==> src/rtl/cpu_pkg.sv <==
// Shared CPU definitions: instruction field positions, fetch FSM states and
// the opcode encodings used by both the fetch front end and the decoder.
package cpu_pkg;

  localparam int OPCODE_MSB = 15;
  localparam int OPCODE_LSB = 12;
  localparam int FUNC_MSB   = 2;
  localparam int FUNC_LSB   = 0;

  typedef enum logic [1:0] {
    ST_IDLE  = 2'd0,
    ST_FETCH = 2'd1,
    ST_FLUSH = 2'd2
  } fetch_state_t;

  localparam logic [3:0] OP_RTYPE  = 4'b0000;
  localparam logic [3:0] OP_ADDI   = 4'b0100;
  localparam logic [3:0] OP_LOAD   = 4'b1011;
  localparam logic [3:0] OP_STORE  = 4'b1111;
  localparam logic [3:0] OP_BRANCH = 4'b1000;
  localparam logic [3:0] OP_JUMP   = 4'b0010;

  // Opcode field of a 16-bit instruction word.
  function automatic logic [3:0] get_opcode(input logic [15:0] word);
    return word[OPCODE_MSB:OPCODE_LSB];
  endfunction

  // Function field of a 16-bit instruction word.
  function automatic logic [2:0] get_func(input logic [15:0] word);
    return word[FUNC_MSB:FUNC_LSB];
  endfunction

endpackage

==> src/rtl/fetch_queue.sv <==
// Small FIFO of {pc, instruction word} pairs between instruction memory and
// the decoder. Push and pop may coincide at any fill level; flush empties it.
// When empty the head outputs hold the last head presented.
module fetch_queue #(
  parameter int ADDR_W  = 8,
  parameter int INSTR_W = 16,
  parameter int DEPTH   = 2,
  localparam int PTR_W  = (DEPTH > 1) ? $clog2(DEPTH) : 1,
  localparam int CNT_W  = $clog2(DEPTH) + 1
) (
  input  logic               clk,
  input  logic               rst_n,
  input  logic               flush,
  input  logic               push,
  input  logic [ADDR_W-1:0]  push_pc,
  input  logic [INSTR_W-1:0] push_word,
  input  logic               pop,
  output logic               valid,
  output logic [ADDR_W-1:0]  head_pc,
  output logic [INSTR_W-1:0] head_word,
  output logic [CNT_W-1:0]   count
);

  logic [ADDR_W-1:0]  mem_pc_r   [DEPTH];
  logic [INSTR_W-1:0] mem_word_r [DEPTH];
  logic [PTR_W-1:0]   wr_ptr_r;
  logic [PTR_W-1:0]   rd_ptr_r;
  logic [CNT_W-1:0]   count_r;
  logic [ADDR_W-1:0]  hold_pc_r;
  logic [INSTR_W-1:0] hold_word_r;
  logic               full_s;
  logic               push_eff_s;
  logic               pop_eff_s;

  assign valid      = (count_r != CNT_W'(0));
  assign full_s     = (count_r == CNT_W'(DEPTH));
  assign push_eff_s = push & ~flush;
  assign pop_eff_s  = pop & valid & ~flush;
  assign count      = count_r;

  // Entry storage: write the incoming pair at the tail slot.
  always_ff @(posedge clk or negedge rst_n) begin
    if (!rst_n) begin
      for (int i = 0; i < DEPTH; i++) begin
        mem_pc_r[i]   <= '0;
        mem_word_r[i] <= '0;
      end
    end else if (push_eff_s) begin
      mem_pc_r[wr_ptr_r]   <= push_pc;
      mem_word_r[wr_ptr_r] <= push_word;
    end
  end

  // Pointer and occupancy bookkeeping; flush discards everything.
  always_ff @(posedge clk or negedge rst_n) begin
    if (!rst_n) begin
      wr_ptr_r <= '0;
      rd_ptr_r <= '0;
      count_r  <= '0;
    end else if (flush) begin
      wr_ptr_r <= '0;
      rd_ptr_r <= '0;
      count_r  <= '0;
    end else begin
      if (push_eff_s) wr_ptr_r <= wr_ptr_r + PTR_W'(1);
      if (pop_eff_s)  rd_ptr_r <= rd_ptr_r + PTR_W'(1);
      case ({push_eff_s, pop_eff_s})
        2'b10:   count_r <= count_r + CNT_W'(1);
        2'b01:   count_r <= count_r - CNT_W'(1);
        default: count_r <= count_r;
      endcase
    end
  end

  // Remember the last presented head so outputs stay stable while empty.
  always_ff @(posedge clk or negedge rst_n) begin
    if (!rst_n) begin
      hold_pc_r   <= '0;
      hold_word_r <= '0;
    end else if (valid) begin
      hold_pc_r   <= mem_pc_r[rd_ptr_r];
      hold_word_r <= mem_word_r[rd_ptr_r];
    end
  end

  // Head selection: live entry when valid, otherwise the held copy.
  always_comb begin
    head_pc   = hold_pc_r;
    head_word = hold_word_r;
    if (valid) begin
      head_pc   = mem_pc_r[rd_ptr_r];
      head_word = mem_word_r[rd_ptr_r];
    end else begin
      head_pc   = hold_pc_r;
      head_word = hold_word_r;
    end
  end

  fetch_queue_chk u_chk (
    .clk   (clk),
    .rst_n (rst_n),
    .push  (push),
    .pop   (pop),
    .flush (flush),
    .full  (full_s)
  );

endmodule

==> src/rtl/fetch_queue_chk.sv <==
// Protocol checker for fetch_queue: a push into a full queue without a
// simultaneous pop or flush would silently lose an instruction.
module fetch_queue_chk (
  input logic clk,
  input logic rst_n,
  input logic push,
  input logic pop,
  input logic flush,
  input logic full
);

  overflow_a: assert property (@(posedge clk) disable iff (!rst_n)
    !(push && full && !pop && !flush));

endmodule

==> src/rtl/instr_fetch_unit.sv <==
// Instruction fetch front end: owns the PC, issues reads to the synchronous
// instruction memory under a queue credit, buffers returned words and hands
// them to the decoder with opcode/func split out. A redirect flushes the
// queue, drops the in-flight return and restarts at the new PC after one
// bubble cycle.
import cpu_pkg::*;

module instr_fetch_unit #(
  parameter int ADDR_W  = 8,
  parameter int INSTR_W = 16,
  parameter int DEPTH   = 2
) (
  input  logic               clk,
  input  logic               rst_n,
  input  logic               fetch_en,
  output logic               imem_req,
  output logic [ADDR_W-1:0]  imem_addr,
  input  logic [INSTR_W-1:0] imem_rdata,
  output logic               instr_valid,
  input  logic               instr_ready,
  output logic [INSTR_W-1:0] instr,
  output logic [ADDR_W-1:0]  instr_pc,
  output logic [3:0]         opcode,
  output logic [2:0]         func,
  input  logic               redirect,
  input  logic [ADDR_W-1:0]  redirect_pc
);

  localparam int CNT_W = $clog2(DEPTH) + 1;
  localparam int OCC_W = CNT_W + 1;

  fetch_state_t       state_r;
  fetch_state_t       fsm_next_s;
  fetch_state_t       state_next_s;
  logic [ADDR_W-1:0]  pc_r;
  logic [ADDR_W-1:0]  req_pc_r;
  logic               inflight_r;
  logic               issue_s;
  logic               fsm_issue_s;
  logic               pop_s;
  logic               push_s;
  logic               credit_s;
  logic [OCC_W-1:0]   occ_s;
  logic [CNT_W-1:0]   q_count_s;
  logic               q_valid_s;
  logic [ADDR_W-1:0]  q_pc_s;
  logic [INSTR_W-1:0] q_word_s;

  // A head accepted in the same cycle as a redirect is still consumed; the
  // flush then clears whatever remains.
  assign pop_s = q_valid_s & instr_ready;

  // The in-flight return lands this cycle; a redirect makes it stale.
  assign push_s = inflight_r & ~redirect;

  // Slots that will be occupied next cycle if nothing new is issued.
  assign occ_s    = OCC_W'(q_count_s) + OCC_W'(inflight_r) - OCC_W'(pop_s);
  assign credit_s = (occ_s < OCC_W'(DEPTH));

  // Next-state and issue decision from the current state.
  always_comb begin
    fsm_next_s  = state_r;
    fsm_issue_s = 1'b0;
    case (state_r)
      ST_IDLE: begin
        fsm_next_s = fetch_en ? ST_FETCH : ST_IDLE;
      end
      ST_FETCH: begin
        if (fetch_en) begin
          fsm_next_s  = ST_FETCH;
          fsm_issue_s = credit_s;
        end else begin
          fsm_next_s  = ST_IDLE;
        end
      end
      ST_FLUSH: begin
        fsm_next_s = fetch_en ? ST_FETCH : ST_IDLE;
      end
      default: begin
        fsm_next_s = ST_IDLE;
      end
    endcase
  end

  // Redirect overrides everything: no request, go to the bubble state.
  always_comb begin
    state_next_s = redirect ? ST_FLUSH : fsm_next_s;
    issue_s      = fsm_issue_s & ~redirect;
  end

  // FSM state register.
  always_ff @(posedge clk or negedge rst_n) begin
    if (!rst_n) begin
      state_r <= ST_IDLE;
    end else begin
      state_r <= state_next_s;
    end
  end

  // Program counter: reload on redirect, advance (with natural wrap) on issue.
  always_ff @(posedge clk or negedge rst_n) begin
    if (!rst_n) begin
      pc_r <= '0;
    end else if (redirect) begin
      pc_r <= redirect_pc;
    end else if (issue_s) begin
      pc_r <= pc_r + ADDR_W'(1);
    end
  end

  // Track the outstanding request and the address it was made for.
  always_ff @(posedge clk or negedge rst_n) begin
    if (!rst_n) begin
      inflight_r <= 1'b0;
      req_pc_r   <= '0;
    end else begin
      inflight_r <= issue_s;
      if (issue_s) req_pc_r <= pc_r;
    end
  end

  fetch_queue #(
    .ADDR_W  (ADDR_W),
    .INSTR_W (INSTR_W),
    .DEPTH   (DEPTH)
  ) u_queue (
    .clk       (clk),
    .rst_n     (rst_n),
    .flush     (redirect),
    .push      (push_s),
    .push_pc   (req_pc_r),
    .push_word (imem_rdata),
    .pop       (pop_s),
    .valid     (q_valid_s),
    .head_pc   (q_pc_s),
    .head_word (q_word_s),
    .count     (q_count_s)
  );

  assign imem_req    = issue_s;
  assign imem_addr   = pc_r;
  assign instr_valid = q_valid_s;
  assign instr       = q_word_s;
  assign instr_pc    = q_pc_s;
  assign opcode      = get_opcode(q_word_s);
  assign func        = get_func(q_word_s);

endmodule

==> config.mk <==
export PLATFORM = sky130hd
export DESIGN_NAME = instr_fetch_unit
export DESIGN_NICKNAME = d
export VERILOG_FILES = /design/src/rtl/cpu_pkg.sv /design/src/rtl/fetch_queue.sv /design/src/rtl/fetch_queue_chk.sv /design/src/rtl/instr_fetch_unit.sv
export SDC_FILE = /design/constraint.sdc
export NUM_CORES = 1
export LEC_CHECK = 0
export BUFFER_PORTS_ARGS = -buffer_cell sky130_fd_sc_hd__buf_2
export CAP_MARGIN = 15
export CORE_MARGIN = 4
export CORE_UTILIZATION = 56
export CTS_BUF_LIST = sky130_fd_sc_hd__clkbuf_2
export DETAILED_ROUTE_END_ITERATION = 7
export GPL_TIMING_DRIVEN = 0
export PLACE_DENSITY = 0.78
export SLEW_MARGIN = 20
export SYNTH_ARGS = -nofsm -noshare
export SYNTH_HDL_FRONTEND = slang
export SYNTH_HIERARCHICAL = 1
export SYNTH_SLANG_ARGS = --single-unit
==> constraint.sdc <==
create_clock -name clk -period 4.3 [get_ports clk]
set_clock_uncertainty 0.15 [all_clocks]
set_input_delay 0.215 -clock clk [delete_from_list [all_inputs] [get_ports clk]]
set_output_delay 0.215 -clock clk [all_outputs]
set_load 0.01 [all_outputs]
---- After elaboration in Yosys (flattened, before gate mapping) ----
Cells that the tools add are included.
word-level totals
  register bits after elaboration ......... 95
  input bits .............................. 29
  output and inout port bits .............. 41
  word-level logic and storage cells ...... 72
cells by class
  add/sub/neg operators ................... 7
  order comparisons ....................... 4
  equal/unequal tests ..................... 4
  muxes and demuxes ....................... 27
  bitwise gates (word level) .............. 9
  reductions and logical operators ........ 8
operators with widths
  operator                                                               count
  16-bit two-way mux                                                     5
  8-bit two-way mux                                                      7
  32-bit bitwise mux                                                     1
  16-bit bitwise mux                                                     1
  16-bit demux with 1-bit select                                         1
  8-bit by 1-bit adder with 8-bit output (second input constant)         1
  8-bit demux with 1-bit select                                          1
  1-bit two-way mux                                                      8
  2-bit nonzero test                                                     4
  1-bit bitwise AND                                                      6
  2-bit by 1-bit == test with 1-bit output (second input constant)       2
  2-bit == test (second input constant)                                  2
  2-bit >= comparator (second input constant)                            2
  2-bit two-way mux                                                      2
  1-bit NOT with 2-bit output                                            2
  2-bit case mux with 2 select lines                                     1
  2-bit by 1-bit adder with 3-bit output                                 1
  3-bit by 2-bit < comparator with 1-bit output (second input constant)  1
  3-bit nonzero test                                                     1
  3-bit OR reduction                                                     1
  3-bit by 1-bit subtractor with 3-bit output                            1
  1-bit adder (second input constant)                                    2
  2-bit by 1-bit adder with 2-bit output (second input constant)         1
  2-bit logical NOT                                                      1
  other kinds (4)                                                        4

---- Longest topological paths before layout ----
Gate-level depths: netlist of the first run.
  depth after elaboration ................. 9
  mapped depth ............................ 11

---- By module ----
The synthesis of the first run kept the hierarchy.
by module, submodules not included
  module            times used  cells an instance  area an instance (µm²)
  fetch_queue       1           229                3231.8
  instr_fetch_unit  1           98                 1083.5

---- Worst setup path after synthesis of the first run ----
OpenSTA, ideal clock, no wires.
  path type ............................... flip-flop to flip-flop
  start ................................... register u_queue.count_r[1] (netlist: u_queue/count[1])
  end ..................................... register pc_r[6] (netlist: imem_addr[6])
  setup time .............................. 126 ps
  arrival ................................. 3090 ps
  required time ........................... 4024 ps
  slack ................................... 934 ps
  stages on the path, launching flop included .. 12
  buffers on the path ..................... 3
  period minus slack after synthesis ...... 3366 ps
  cell sequence ........................... dfrtp_1 or2_1 clkbuf_1 buf_2 and2_1 ha_1 nand2b_1 fa_1 nand4b_4 buf_6 o41a_1 a221o_1
on the way
  cells in the longest elaborated chain, start to end .. 8
  elaborated cells between the ends (all ways) .. 9
  classes of those cells .................. add/sub (2); order compare (1); mux (2); bitwise (2); reduce/logical (2)
RTL lines
  item                                           line                     text
  start: declaration                             fetch_queue.sv:28        logic [CNT_W-1:0] count_r;
  start signal: assignment                       fetch_queue.sv:68        2'b10: count_r <= count_r + CNT_W'(1);
  start signal: assignment                       fetch_queue.sv:69        2'b01: count_r <= count_r - CNT_W'(1);
  start signal: assignment                       fetch_queue.sv:70        default: count_r <= count_r;
  2-bit nonzero test                             fetch_queue.sv:35        assign valid = (count_r != CNT_W'(0));
  via instr_valid                                instr_fetch_unit.sv:19   output logic instr_valid,
  1-bit bitwise AND                              instr_fetch_unit.sv:51   assign pop_s = q_valid_s & instr_ready;
  via pop_s                                      instr_fetch_unit.sv:40   logic pop_s;
  3-bit by 1-bit subtractor with 3-bit output    instr_fetch_unit.sv:57   assign occ_s = OCC_W'(q_count_s) + OCC_W'(inflight_r) - OCC_W'(pop_s);
  3-bit by 2-bit < comparator with 1-bit output  instr_fetch_unit.sv:58   assign credit_s = (occ_s < OCC_W'(DEPTH));
  1-bit two-way mux                              instr_fetch_unit.sv:69   if (fetch_en) begin
  1-bit two-way mux                              instr_fetch_unit.sv:64   case (state_r)
  1-bit bitwise AND                              instr_fetch_unit.sv:88   issue_s = fsm_issue_s & ~redirect;
  2-bit nonzero test (no line)                   --
  end signal: assignment                         instr_fetch_unit.sv:105  pc_r <= redirect_pc;
  end signal: assignment                         instr_fetch_unit.sv:107  pc_r <= pc_r + ADDR_W'(1);
  end: declaration                               instr_fetch_unit.sv:35   logic [ADDR_W-1:0] pc_r;
The timed path passes the listed nets, and every way through them passes these cells.
A chain may end at the register's enable or synchronous reset.

---- Final worst setup path of the first run ----
  start ................................... register u_queue.count_r[1] (netlist: u_queue/count[1])
  end ..................................... register pc_r[3] (netlist: imem_addr[3])
on the way
  cells in the longest elaborated chain, start to end .. 8
  elaborated cells between the ends (all ways) .. 9
  classes of those cells .................. add/sub (2); order compare (1); mux (2); bitwise (2); reduce/logical (2)
RTL lines
  item                                           line
  2-bit nonzero test                             fetch_queue.sv:35
  1-bit bitwise AND                              instr_fetch_unit.sv:51
  via pop_s                                      instr_fetch_unit.sv:40
  3-bit by 1-bit subtractor with 3-bit output    instr_fetch_unit.sv:57
  3-bit by 2-bit < comparator with 1-bit output  instr_fetch_unit.sv:58
  1-bit two-way mux                              instr_fetch_unit.sv:69
  1-bit two-way mux                              instr_fetch_unit.sv:64
  1-bit bitwise AND                              instr_fetch_unit.sv:88
  2-bit nonzero test (no line)                   --
The timed path passes the listed nets, and every way through them passes these cells.

==> results.py, run 1 <==
metrics = {
    "clocking": {
        "tritoncts_clock_tree": "done",
        "cts_buffer_depth": 2,
        "cts_made_buffers": 9,
        "clock-sinks": 95,
        "cts_root_buf": "clkbuf_2",
        "ctsHtreeMaxLevel": 3,
        "worst_skew_pair.late_latency_ps": 540,
        "path_clk_slew_ps": 250,
    },
    "timing": {
        "finalCritPeriodShare_pct": 92.8,
        "timing.max_slew.rel_slack_pct": 71.7,
        "setup-violations-final": 0,
        "rsz0062_at_grt": "false",
        "worst_margin_pin_slew_ps": 425,
        "finalCriticalPeriod_ps": 3990,
        "finalHoldViolations": 0,
        "maxSlewViolCount": 0,
        "achievable-frequency_mhz": 251,
        "fin_tns_setup_ps": 0,
    },
    "worst_setup_path": {
        "required_time_worst_endpoint_ps": 4630,
        "setup.worst_path.class": "reg2reg",
        "crit_family": "simple AND/OR/NAND/NOR gates",
        "setup.worst_path.start_class": "flop",
        "timing.critical_path.fanout_max": 11,
        "slowest_stage": "dlygate4sd3_1",
        "path_buf_inv": 3,
        "timing.critical_path.cells": "or2_1 > clkbuf_1 > buf_2 > and2_1 > ha_1 > nand2b_1 > fa_1 > nand4b_4 > or4_1 > a31oi_1 > dlygate4sd3_1",
        "critPathMaxStageDelay_ps": 570,
        "timing.critical_path.to_type": "flop",
        "critPathArrivalTime_ps": 4320,
        "worst-r2r-setup-slack_ps": 310,
    },
    "yosys": {
        "syn_inst": 327,
        "per_instance_average_area_after_synthesis_um2": 13.2,
        "synth.ff_latch_count": 95,
        "synth_nets": 359,
        "synthesis.area_um2": 4320,
        "synth.distinct_cells": 46,
        "synth-seq-area-share_pct": 55.1,
        "synth_top_flop_cell": "dfrtp_1",
        "synth_enable_flop_cells": 0,
        "postSynth.asyncResetShare_pct": 100,
        "ys.warnings.count": 6,
    },
    "run": {
        "maxCapViolations": 0,
    },
    "route": {
        "totalWireLength_mm": 9.05,
        "drt_pass1_iterations": 4,
        "vias": 2941,
        "first_iter_violations": 122,
        "postRouteAntennaNets": 0,
        "avgRoutedWirePerCell_um": 16.6,
        "remaining_design_rule_violation_count": 0,
        "viasPerCell": 5.38,
    },
    "grt": {
        "grtUsageMet1_pct": 27.6,
        "grt_use_met2_pct": 37.2,
        "groute.layer.met3.usage_pct": 3.36,
        "grt.overflow.total": 0,
        "grt_usage_pct": 21.5,
        "antenna_violations_before_repair": 0,
        "grt_pass1_wl_mm": 14.9,
        "gr-max-usage-layer": "met2",
        "via_count_of_the_first_global_routing_pass": 3084,
        "grt_start_max_net_pins": 51,
    },
    "power_and_ir_drop": {
        "share_seq_of_total_power_pct": 54.5,
        "power_density_nw_per_um2": 377,
        "power.switching_mw": 0.606,
        "total_leakage_power_nw": 2.59,
        "vdd_drop_max_mv": 0.185,
        "net_switching_fraction_of_the_power_pct": 30.3,
        "intPower_mw": 1.39,
        "share_comb_of_total_power_pct": 23.5,
        "power_mw": 2.00,
        "power.share.clock_pct": 22.0,
    },
    "run_status": {
        "outcome": "finished clean",
    },
    "finish": {
        "mostFrequentLayoutCell": "dfrtp_1",
        "layout.nets": 476,
        "layout.core_utilization_pct": 72.0,
        "layout.cells.most_common_list": "dfrtp_1 (94), buf_2 (73), mux2_2 (34), nor2_1 (32), dlygate4sd3_1 (31)",
        "layout.area.seq_um2": 2380,
        "area_of_combinational_cells_with_multiple_inputs_um2": 1710,
        "final.fill_count": 510,
        "antenna_cells": 0,
        "layout-drive-gt1-share_pct": 40.2,
        "finish.instance_area_um2": 5300,
        "syn2layout_area_growth_pct": 22.9,
    },
    "floorplanning": {
        "fp-row-count": 31,
        "design.core.area_um2": 7370,
        "ios": 70,
        "initial_core_util_pct": 58.6,
        "floorplan.die.height_um": 95.8,
        "die_width_um": 95.8,
        "floorplan_die_area_um2": 9170,
    },
    "place": {
        "placed_area_um2": 4820,
        "buffer_ports.inserted": 69,
        "place_congestion": 0.876,
        "dpl.hpwl_mm": 5.92,
    },
    "min_path": {
        "worst_hold_path_type": "in2reg",
    },
}
power by group through the flow:
stage / logic, mW / registers (mW) / clock network (mW)
finish: 0.470 / 1.09 / 0.440
global route: 0.524 / 1.11 / 0.483
CTS: 0.471 / 1.09 / 0.453
detailed placement: 0.444 / 1.11 / 0
global placement: 0.426 / 1.10 / 0
floorplan: 0.266 / 1.09 / 0
synthesized netlist by cell type (3+ instances only):
cell type  number  area (um^2)
or4_1           4         30.0
a21oi_1        25          125
nor2_1         32          120
inv_1           6         22.5
buf_4           9         67.6
mux2_4         22          330
buf_6           9          101
dfrtp_1        95         2380
buf_2           5         25.0
a31oi_1         4         25.0
nand2_1         6         22.5
mux2i_1        25          250
mux2_2         34          383
o21ai_0         5         25.0
nor2b_1         3         18.8
nand4_1         3         18.8
nand3_1         4         20.0
logic make-up after synthesis:
logic type | after synthesis | synth area share [%]
DFF | 95 | 55.1
muxes | 81 | 22.3
and+or+nand+nor | 68 | 9.10
AOI/OAI and AO/OA | 45 | 6.26
buffers and inverters | 31 | 5.19
xor gates and xnor gates | 4 | 0.986
adders and majority gates | 3 | 1.04
registers in the layout, summed over array words and instances, names as in the netlist:
signal	count
inflight_r	1
imem_addr	8
u_queue/mem_word_r	32
u_queue/mem_pc_r	16
u_queue/count	2
u_queue/hold_word_r	16
u_queue/hold_pc_r	8
state_r	2
req_pc_r	8
u_queue/rd_ptr_r	1
u_queue/wr_ptr_r	1
worst reg2reg max path, delay by kind of cell, from the launching register on:
kind	cells	cell delay (ps)
compound gates	1	170
fa+ha+maj	2	850
flops	1	550
simple gates	5	1310
buf+inv	3	920
final timing paths:
check	start	cells past startpoint	endpoint
max in group asynchronous	rst_n	4	u_queue/hold_word_r[13]$_DFF_PN0_
min in group asynchronous	rst_n	4	u_queue/mem_word_r[1]$_DFFE_PN0P_
setup / recovery	u_queue/count[1]$_DFFE_PN0P_	11	imem_addr[3]$_DFFE_PN0P_
hold reg to reg	u_queue/mem_pc_r[2]$_DFFE_PN0P_	1	u_queue/mem_pc_r[2]$_DFFE_PN0P_
hold / removal	instr_ready	4	u_queue/count[0]$_DFFE_PN0P_
setup reg to reg	u_queue/count[1]$_DFFE_PN0P_	11	imem_addr[3]$_DFFE_PN0P_
per-layer routing:
layer,routed length (um),vias up
li1,-,1388
met1,4020,1479
met2,4570,67
met3,364,7
met4,100,0
met5,0,-
stage by stage:
step | worst slack (ps) | cells | hold WS [ps]
after global placement | 720 | 495 | 275
after detailed placement | 626 | 496 | 23.9
after floorplan | 934 | 327 | -231
final | 310 | 547 | 88.5
after global routing | 67.1 | 547 | 93.5
after CTS | 50.0 | 543 | 60.4
layout make-up:
type,count,share of cell area (%)
well taps,99,2.34
clock inverters,6,1.32
repair buffers,106,14.1
clock buffers,9,0.849
flip-flops and latches,95,44.9
plain buffers,25,3.80
inverters,6,0.425
multi-input cells,201,32.3
timing repair:
item | 4_1_cts | 5_1_grt
buffers inserted | 0 | 4
endpoints found under the setup margin | 0 | 3
hold buffers | 32 | 0
hold endpoints to repair | 142 | 0
gates resized for setup | 0 | 1
(Power assumes the default switching activity.)
==> run 2: changes to the inputs <==
--- a/config.mk
+++ b/config.mk
@@ -5,9 +5,10 @@
 export SDC_FILE = /design/constraint.sdc
 export NUM_CORES = 1
 export LEC_CHECK = 0
+export ABC_AREA = 1
 export BUFFER_PORTS_ARGS = -buffer_cell sky130_fd_sc_hd__buf_2
 export CAP_MARGIN = 15
-export CORE_MARGIN = 4
+export CORE_MARGIN = 2
 export CORE_UTILIZATION = 56
 export CTS_BUF_LIST = sky130_fd_sc_hd__clkbuf_2
 export DETAILED_ROUTE_END_ITERATION = 7
==> results.py, run 2 <==
metrics = {
    "route": {
        "vias": 3604,
        "postRouteAntennaNets": 0,
        "drt_pass1_iterations": 5,
        "avgRoutedWirePerCell_um": 13.7,
        "totalWireLength_mm": 9.60,
        "met2WireLength_mm": 4.94,
        "met1_length_mm": 4.13,
        "first_iter_violations": 156,
        "viasPerCell": 5.13,
        "detailed_routed_wire_length_on_met3_um": 457,
        "remaining_design_rule_violation_count": 0,
        "route.top_layer_used": "met4",
    },
    "power_and_ir_drop": {
        "total_leakage_power_nw": 2.67,
        "intPower_mw": 1.37,
        "share_comb_of_total_power_pct": 22.9,
        "net_switching_fraction_of_the_power_pct": 31.3,
        "vdd_drop_max_mv": 0.213,
        "power.share.clock_pct": 23.2,
        "power.switching_mw": 0.625,
        "power_density_nw_per_um2": 384,
        "share_seq_of_total_power_pct": 53.9,
    },
    "floorplanning": {
        "design.core.area_um2": 7290,
        "ios": 70,
        "floorplan.die.height_um": 91.1,
        "floorplan_die_area_um2": 8300,
        "initial_core_util_pct": 58.2,
        "fp-row-count": 31,
        "die_width_um": 91.1,
    },
    "place": {
        "buffer_ports.inserted": 69,
        "place_congestion": 0.787,
        "dpl.hpwl_mm": 6.48,
    },
    "timing": {
        "maxSlewViolCount": 0,
        "setup-violations-final": 0,
        "worst_margin_pin_slew_ps": 522,
        "rsz0062_at_grt": "false",
        "achievable-frequency_mhz": 257,
        "finalCritPeriodShare_pct": 90.6,
        "finalHoldViolations": 0,
        "fin_tns_setup_ps": 0,
        "timing.max_slew.rel_slack_pct": 65.2,
        "finalCriticalPeriod_ps": 3890,
    },
    "yosys": {
        "synth_top_area_share_pct": 56.0,
        "multiplexer_fraction_of_the_synthesized_cell_area_pct": 0,
        "synth_area_leader_cell": "dfrtp_1",
        "synthMostInstantiatedCell": "nand2_1",
        "synth_fa_ha_area_share_pct": 1.06,
        "postSynth.asyncResetShare_pct": 100,
        "per_instance_average_area_after_synthesis_um2": 8.72,
        "synth.distinct_cells": 27,
        "yosys.area_share.xor_xnor_pct": 0.206,
        "synth_top_cells_by_area": "dfrtp_1 (56%), nand2_1 (12%), o21ai_0 (6.7%)",
        "syn_inst": 487,
        "synth_top_family_by_area": "simple AND/OR/NAND/NOR gates",
        "ys_top_cells_by_count": "nand2_1 (132), dfrtp_1 (95), o21ai_0 (57), a21oi_1 (50), inv_1 (42)",
        "synth_simple_gate_area_share_pct": 20.0,
        "fraction_of_the_mapped_netlist_area_in_compound_gates_pct": 13.8,
        "synth_top_flop_cell": "dfrtp_1",
        "synth_nets": 519,
        "synth-seq-area-share_pct": 56.0,
        "synthesis.area_um2": 4250,
        "synth_enable_flop_cells": 0,
        "ys.warnings.count": 6,
        "synth.ff_latch_count": 95,
    },
    "grt": {
        "grt.overflow.total": 0,
        "grt_start_max_net_pins": 64,
        "via_count_of_the_first_global_routing_pass": 3684,
        "grt_pass1_wl_mm": 16.9,
        "antenna_violations_before_repair": 0,
        "grt_usage_pct": 25.3,
    },
    "finish": {
        "layout.cells.most_common_list": "nand2_1 (132), dfrtp_1 (95), buf_2 (78), o21ai_0 (57), a21oi_1 (50)",
        "reg.largest.list": "u_queue/mem_word_r (32), u_queue/hold_word_r (16), u_queue/mem_pc_r (16)",
        "syn2layout_area_growth_pct": 22.3,
        "max_flop_register": "u_queue/mem_word_r",
        "number_of_flip_flops_under_the_largest_register_name": 32,
        "mostFrequentLayoutCell": "nand2_1",
        "layout.nets": 630,
        "layout.core_utilization_pct": 71.2,
        "layout-drive-gt1-share_pct": 21.6,
        "antenna_cells": 0,
    },
    "run": {
        "maxCapViolations": 0,
    },
    "clocking": {
        "path_clk_slew_ps": 250,
        "ctsHtreeMaxLevel": 3,
        "cts_buffer_depth": 2,
        "cts_made_buffers": 9,
        "tritoncts_clock_tree": "done",
        "cts_root_buf": "clkbuf_2",
        "cts.repair_timing.setup_buffer_count": 0,
        "worst_skew_pair.late_latency_ps": 520,
        "cts-resized-gates": 0,
        "clock-sinks": 95,
    },
    "min_path": {
        "hp-start": "redirect",
        "worst_hold_path_type": "in2reg",
    },
    "worst_setup_path": {
        "critPathArrivalTime_ps": 3530,
        "timing.critical_path.to_type": "output pin",
        "required_time_worst_endpoint_ps": 3930,
        "timing.critical_path.fanout_max": 11,
        "cp-startpoint": "u_queue/count[1]$_DFFE_PN0P_",
        "setup.worst_path.start_class": "flop",
        "setup.worst_path.class": "reg2out",
        "r2r_startpoint": "u_queue/count[1]$_DFFE_PN0P_",
    },
    "run_status": {
        "outcome": "finished clean",
    },
}
## run 2: cell types whose count changed in the layout (fill, tap and decap cells not counted), moves of 5 or more
| cell | before | now |
|---|---|---|
| mux2_2 | 34 | 0 |
| o21ai_1 | 0 | 8 |
| mux2_4 | 22 | 0 |
| nand3_1 | 4 | 19 |
| o21ai_0 | 5 | 57 |
| nand2_1 | 6 | 132 |
| a21oi_1 | 25 | 50 |
| mux2i_1 | 25 | 0 |
| inv_1 | 6 | 42 |
| buf_6 | 10 | 4 |
| buf_2 | 73 | 78 |
## run 2: logic make-up after synthesis
family | after synthesis
AOI/OAI and AO/OA | 116
xor gates and xnor gates | 1
adders and majority gates | 3
buffers and inverters | 76
DFF | 95
and+or+nand+nor | 196
## run 2: worst max-delay path, cell delays in order, from the launching register on
cell and delay [ps]:
dfrtp_1 620, inv_2 80, nand2_4 140, buf_4 210, nand2_1 70, inv_1 130
ha_1 250, or2_2 300, fa_1 510, nand2_2 70, nor2_4 120, nand2_4 110
nor2_8 140, buf_12 140, buf_2 130
## run 2: repair_timing
item / in CTS / in global routing
endpoints found under the hold margin: 141 / 0
setup endpoints to repair: 0 / 0
hold buffers: 30 / 0
## run 2: metrics by stage
stage	std cells	setup WS, ps	power (mW)	area (um^2)	hold WS, ps
5_1_grt	702	159	2.13	5190	187
3_5_place_dp	656	981	1.53	4750	-26.8
4_1_cts	702	316	2.02	5190	194
6_report	702	405	1.99	5190	249
3_3_place_gp	655	1020	1.50	4720	277
2_1_floorplan	487	1360	1.34	4250	-231
## run 2: power groups by stage
stage,Sequential [mW],Clock (mW),Combinational [mW]
final,1.07,0.464,0.456
after global routing,1.09,0.522,0.516
after detailed placement,1.09,0,0.436
after global placement,1.09,0,0.417
after CTS,1.07,0.481,0.460
after floorplan,1.08,0,0.259
## run 2: path summary, 6_finish.rpt
kind	to	slack (ps)	cells past startpoint
worst max register to register	req_pc_r[7]$_DFFE_PN0P_	1090	14
worst max-delay path	imem_req	410	14
worst min-delay path	state_r[1]$_DFF_PN0_	250	2
min in group asynchronous	u_queue/mem_word_r[1]$_DFFE_PN0P_	550	4
worst min register to register	state_r[0]$_DFF_PN0_	330	1
max in group asynchronous	u_queue/mem_pc_r[12]$_DFFE_PN0P_	3140	4
## run 2: cell type report
cell class / instances / area, um^2
Clock buffer: 9 / 45.0
Multi-Input combinational cell: 316 / 1490
Inverter: 45 / 169
Timing Repair Buffer: 100 / 689
Sequential cell: 95 / 2380
Clock inverter: 7 / 88.8
Fill cell: 583 / 2100
Buffer: 31 / 213
Tap cell: 99 / 124
## run 2: routing by layer
layer,vias up,GRT usage [%]
li1,1772,-
met1,1726,31.5
met3,6,3.90
met4,0,7.20
met2,100,45.7
met5,-,0
==> run 3: changes to the inputs <==
--- a/config.mk
+++ b/config.mk
@@ -5,7 +5,6 @@
 export SDC_FILE = /design/constraint.sdc
 export NUM_CORES = 1
 export LEC_CHECK = 0
-export ABC_AREA = 1
 export BUFFER_PORTS_ARGS = -buffer_cell sky130_fd_sc_hd__buf_2
 export CAP_MARGIN = 15
 export CORE_MARGIN = 2
==> results.py, run 3 (synthesis results as in run 1) <==
metrics = {
    "worst_setup_path": {
        "timing.critical_path.to_type": "flop",
        "r2r_startpoint": "u_queue/count[1]$_DFFE_PN0P_",
        "timing.critical_path.cells": "or2_1 > clkbuf_1 > buf_2 > and2_1 > ha_1 > nand2b_1 > fa_1 > nand4b_4 > buf_6 > o41ai_1 > o211ai_1 > dlygate4sd3_1",
        "setup.worst_path.start_class": "flop",
        "required_time_worst_endpoint_ps": 4590,
        "setup.worst_path.class": "reg2reg",
        "critPathArrivalTime_ps": 4340,
        "slowest_stage": "dlygate4sd3_1",
        "worst-r2r-setup-slack_ps": 250,
        "r2r_end": "imem_addr[7]$_DFFE_PN0P_",
        "critPathMaxStageDelay_ps": 570,
        "cp-startpoint": "u_queue/count[1]$_DFFE_PN0P_",
        "reg2reg_depth": 12,
        "timing.critical_path.fanout_max": 11,
    },
    "clocking": {
        "cts_made_buffers": 9,
        "ctsHtreeMaxLevel": 3,
        "cts_root_buf": "clkbuf_2",
        "cts_buffer_depth": 2,
        "tritoncts_clock_tree": "done",
        "worst_skew_pair.late_latency_ps": 530,
        "clock-sinks": 95,
        "path_clk_slew_ps": 220,
    },
    "route": {
        "first_iter_violations": 92,
        "remaining_design_rule_violation_count": 0,
        "viasPerCell": 5.34,
        "avgRoutedWirePerCell_um": 16.1,
        "postRouteAntennaNets": 0,
        "drt_pass1_iterations": 4,
        "vias": 2929,
        "totalWireLength_mm": 8.83,
    },
    "power_and_ir_drop": {
        "power_density_nw_per_um2": 392,
        "vdd_drop_max_mv": 0.186,
        "total_leakage_power_nw": 2.60,
    },
    "place": {
        "placement.setup.worst_slack_ps": 593,
        "dpl.hpwl_mm": 5.69,
        "buffer_ports.inserted": 69,
        "place_congestion": 0.814,
    },
    "run": {
        "maxCapViolations": 0,
    },
    "floorplanning": {
        "initial_core_util_pct": 56.7,
        "ios": 70,
        "fp-row-count": 32,
        "floorplan.die.height_um": 91.8,
        "floorplan_die_area_um2": 8420,
        "die_width_um": 91.8,
        "design.core.area_um2": 7610,
    },
    "grt": {
        "grt.overflow.total": 0,
        "grt_start_max_net_pins": 49,
        "grt_pass1_wl_mm": 14.7,
        "grt_usage_pct": 22.2,
        "antenna_violations_before_repair": 0,
        "via_count_of_the_first_global_routing_pass": 2936,
    },
    "finish": {
        "reg.largest.list": "u_queue/mem_word_r (32), u_queue/hold_word_r (16), u_queue/mem_pc_r (16)",
        "syn2layout_area_growth_pct": 23.6,
        "layout-drive-gt1-share_pct": 39.6,
        "antenna_cells": 0,
        "max_flop_register": "u_queue/mem_word_r",
        "number_of_flip_flops_under_the_largest_register_name": 32,
        "layout.nets": 475,
        "mostFrequentLayoutCell": "dfrtp_1",
        "layout.cells.most_common_list": "dfrtp_1 (94), buf_2 (73), mux2_2 (34), dlygate4sd3_1 (33), nor2_1 (32)",
    },
    "min_path": {
        "worst_hold_path_type": "in2reg",
        "hold_path_depth": 4,
        "hold-path-endpoint": "u_queue/count[0]$_DFFE_PN0P_",
        "hp-start": "instr_ready",
    },
    "timing": {
        "finalHoldViolations": 0,
        "layout_setup_ws_ps": 245,
        "finalCriticalPeriod_ps": 4050,
        "finalCritPeriodShare_pct": 94.3,
        "timing.max_slew.rel_slack_pct": 71.5,
        "setup-violations-final": 0,
        "maxSlewViolCount": 0,
        "worst_margin_pin_slew_ps": 427,
        "achievable-frequency_mhz": 247,
        "fin_tns_setup_ps": 0,
        "rsz0062_at_grt": "false",
    },
    "run_status": {
        "outcome": "finished clean",
    },
}
## run 3: changes by cell type in the layout (fill, tap and decap cells not counted), sizes merged, moves of 18 or more
cell,change
nand2,-132
o21ai,-60
mux2,+56
inv,-40
a21oi,-26
mux2i,+25
nand3,-18
## run 3: power by group
group	internal (mW)	switching [mW]	leakage, nW
combinational	0.234	0.235	1.28
sequential	1.02	0.0625	1.23
clock	0.248	0.287	0.0921
## run 3: timing repair
action,CTS,global route
setup endpoints to repair,0,3
hold endpoints to repair,142,0
buffers inserted,0,1
hold buffers,34,0
resized for setup,0,1
## run 3: through the flow
step / area, um^2 / hold slack, ps / instances / total power, mW / util [%]
global route: 5340 / 90.1 / 549 / 2.21 / 70.1
global placement: 4790 / 291 / 498 / 1.52 / 62.9
CTS: 5330 / 53.3 / 548 / 2.11 / 70.0
floorplan: 4320 / -231 / 327 / 1.35 / -
finish: 5340 / 94.0 / 549 / 2.09 / 70.1
detailed placement: 4820 / 29.1 / 499 / 1.55 / 63.4
## run 3: worst max-delay path by stage
stage / to / slack, ps / cells past startpoint
after detailed placement: req_pc_r[3]$_DFFE_PN0P_ / 590 / 10
after global routing: imem_addr[7]$_DFFE_PN0P_ / 80 / 12
final: imem_addr[7]$_DFFE_PN0P_ / 250 / 12
after floorplan: imem_addr[6]$_DFFE_PN0P_ / 930 / 11
after global placement: req_pc_r[5]$_DFFE_PN0P_ / 640 / 10
after CTS: imem_req / 50 / 10
## run 3: critical path: cells and delay by family, from the launching register on
family	cells	cell delay [ps]
compound gates	2	550
flops	1	530
fa+ha+maj	2	840
simple gates	4	790
buf+inv	4	1110
## run 3: metal layers
metal	vias up	GRT usage [%]	part of all wire [%]
met3	8	5.51	5.0
li1	1376	-	-
met4	0	4.73	0.82
met1	1462	30.7	45
met2	83	36.1	49
met5	-	0	0
## run 3: cell type report
class	count	area, um^2
inverters	6	22.5
well taps	102	128
fillers	553	2270
clock buffers	9	45.0
clock inverters	6	109
repair buffers	105	737
multi-input cells	201	1710
plain buffers	25	201
flip-flops and latches	95	2380
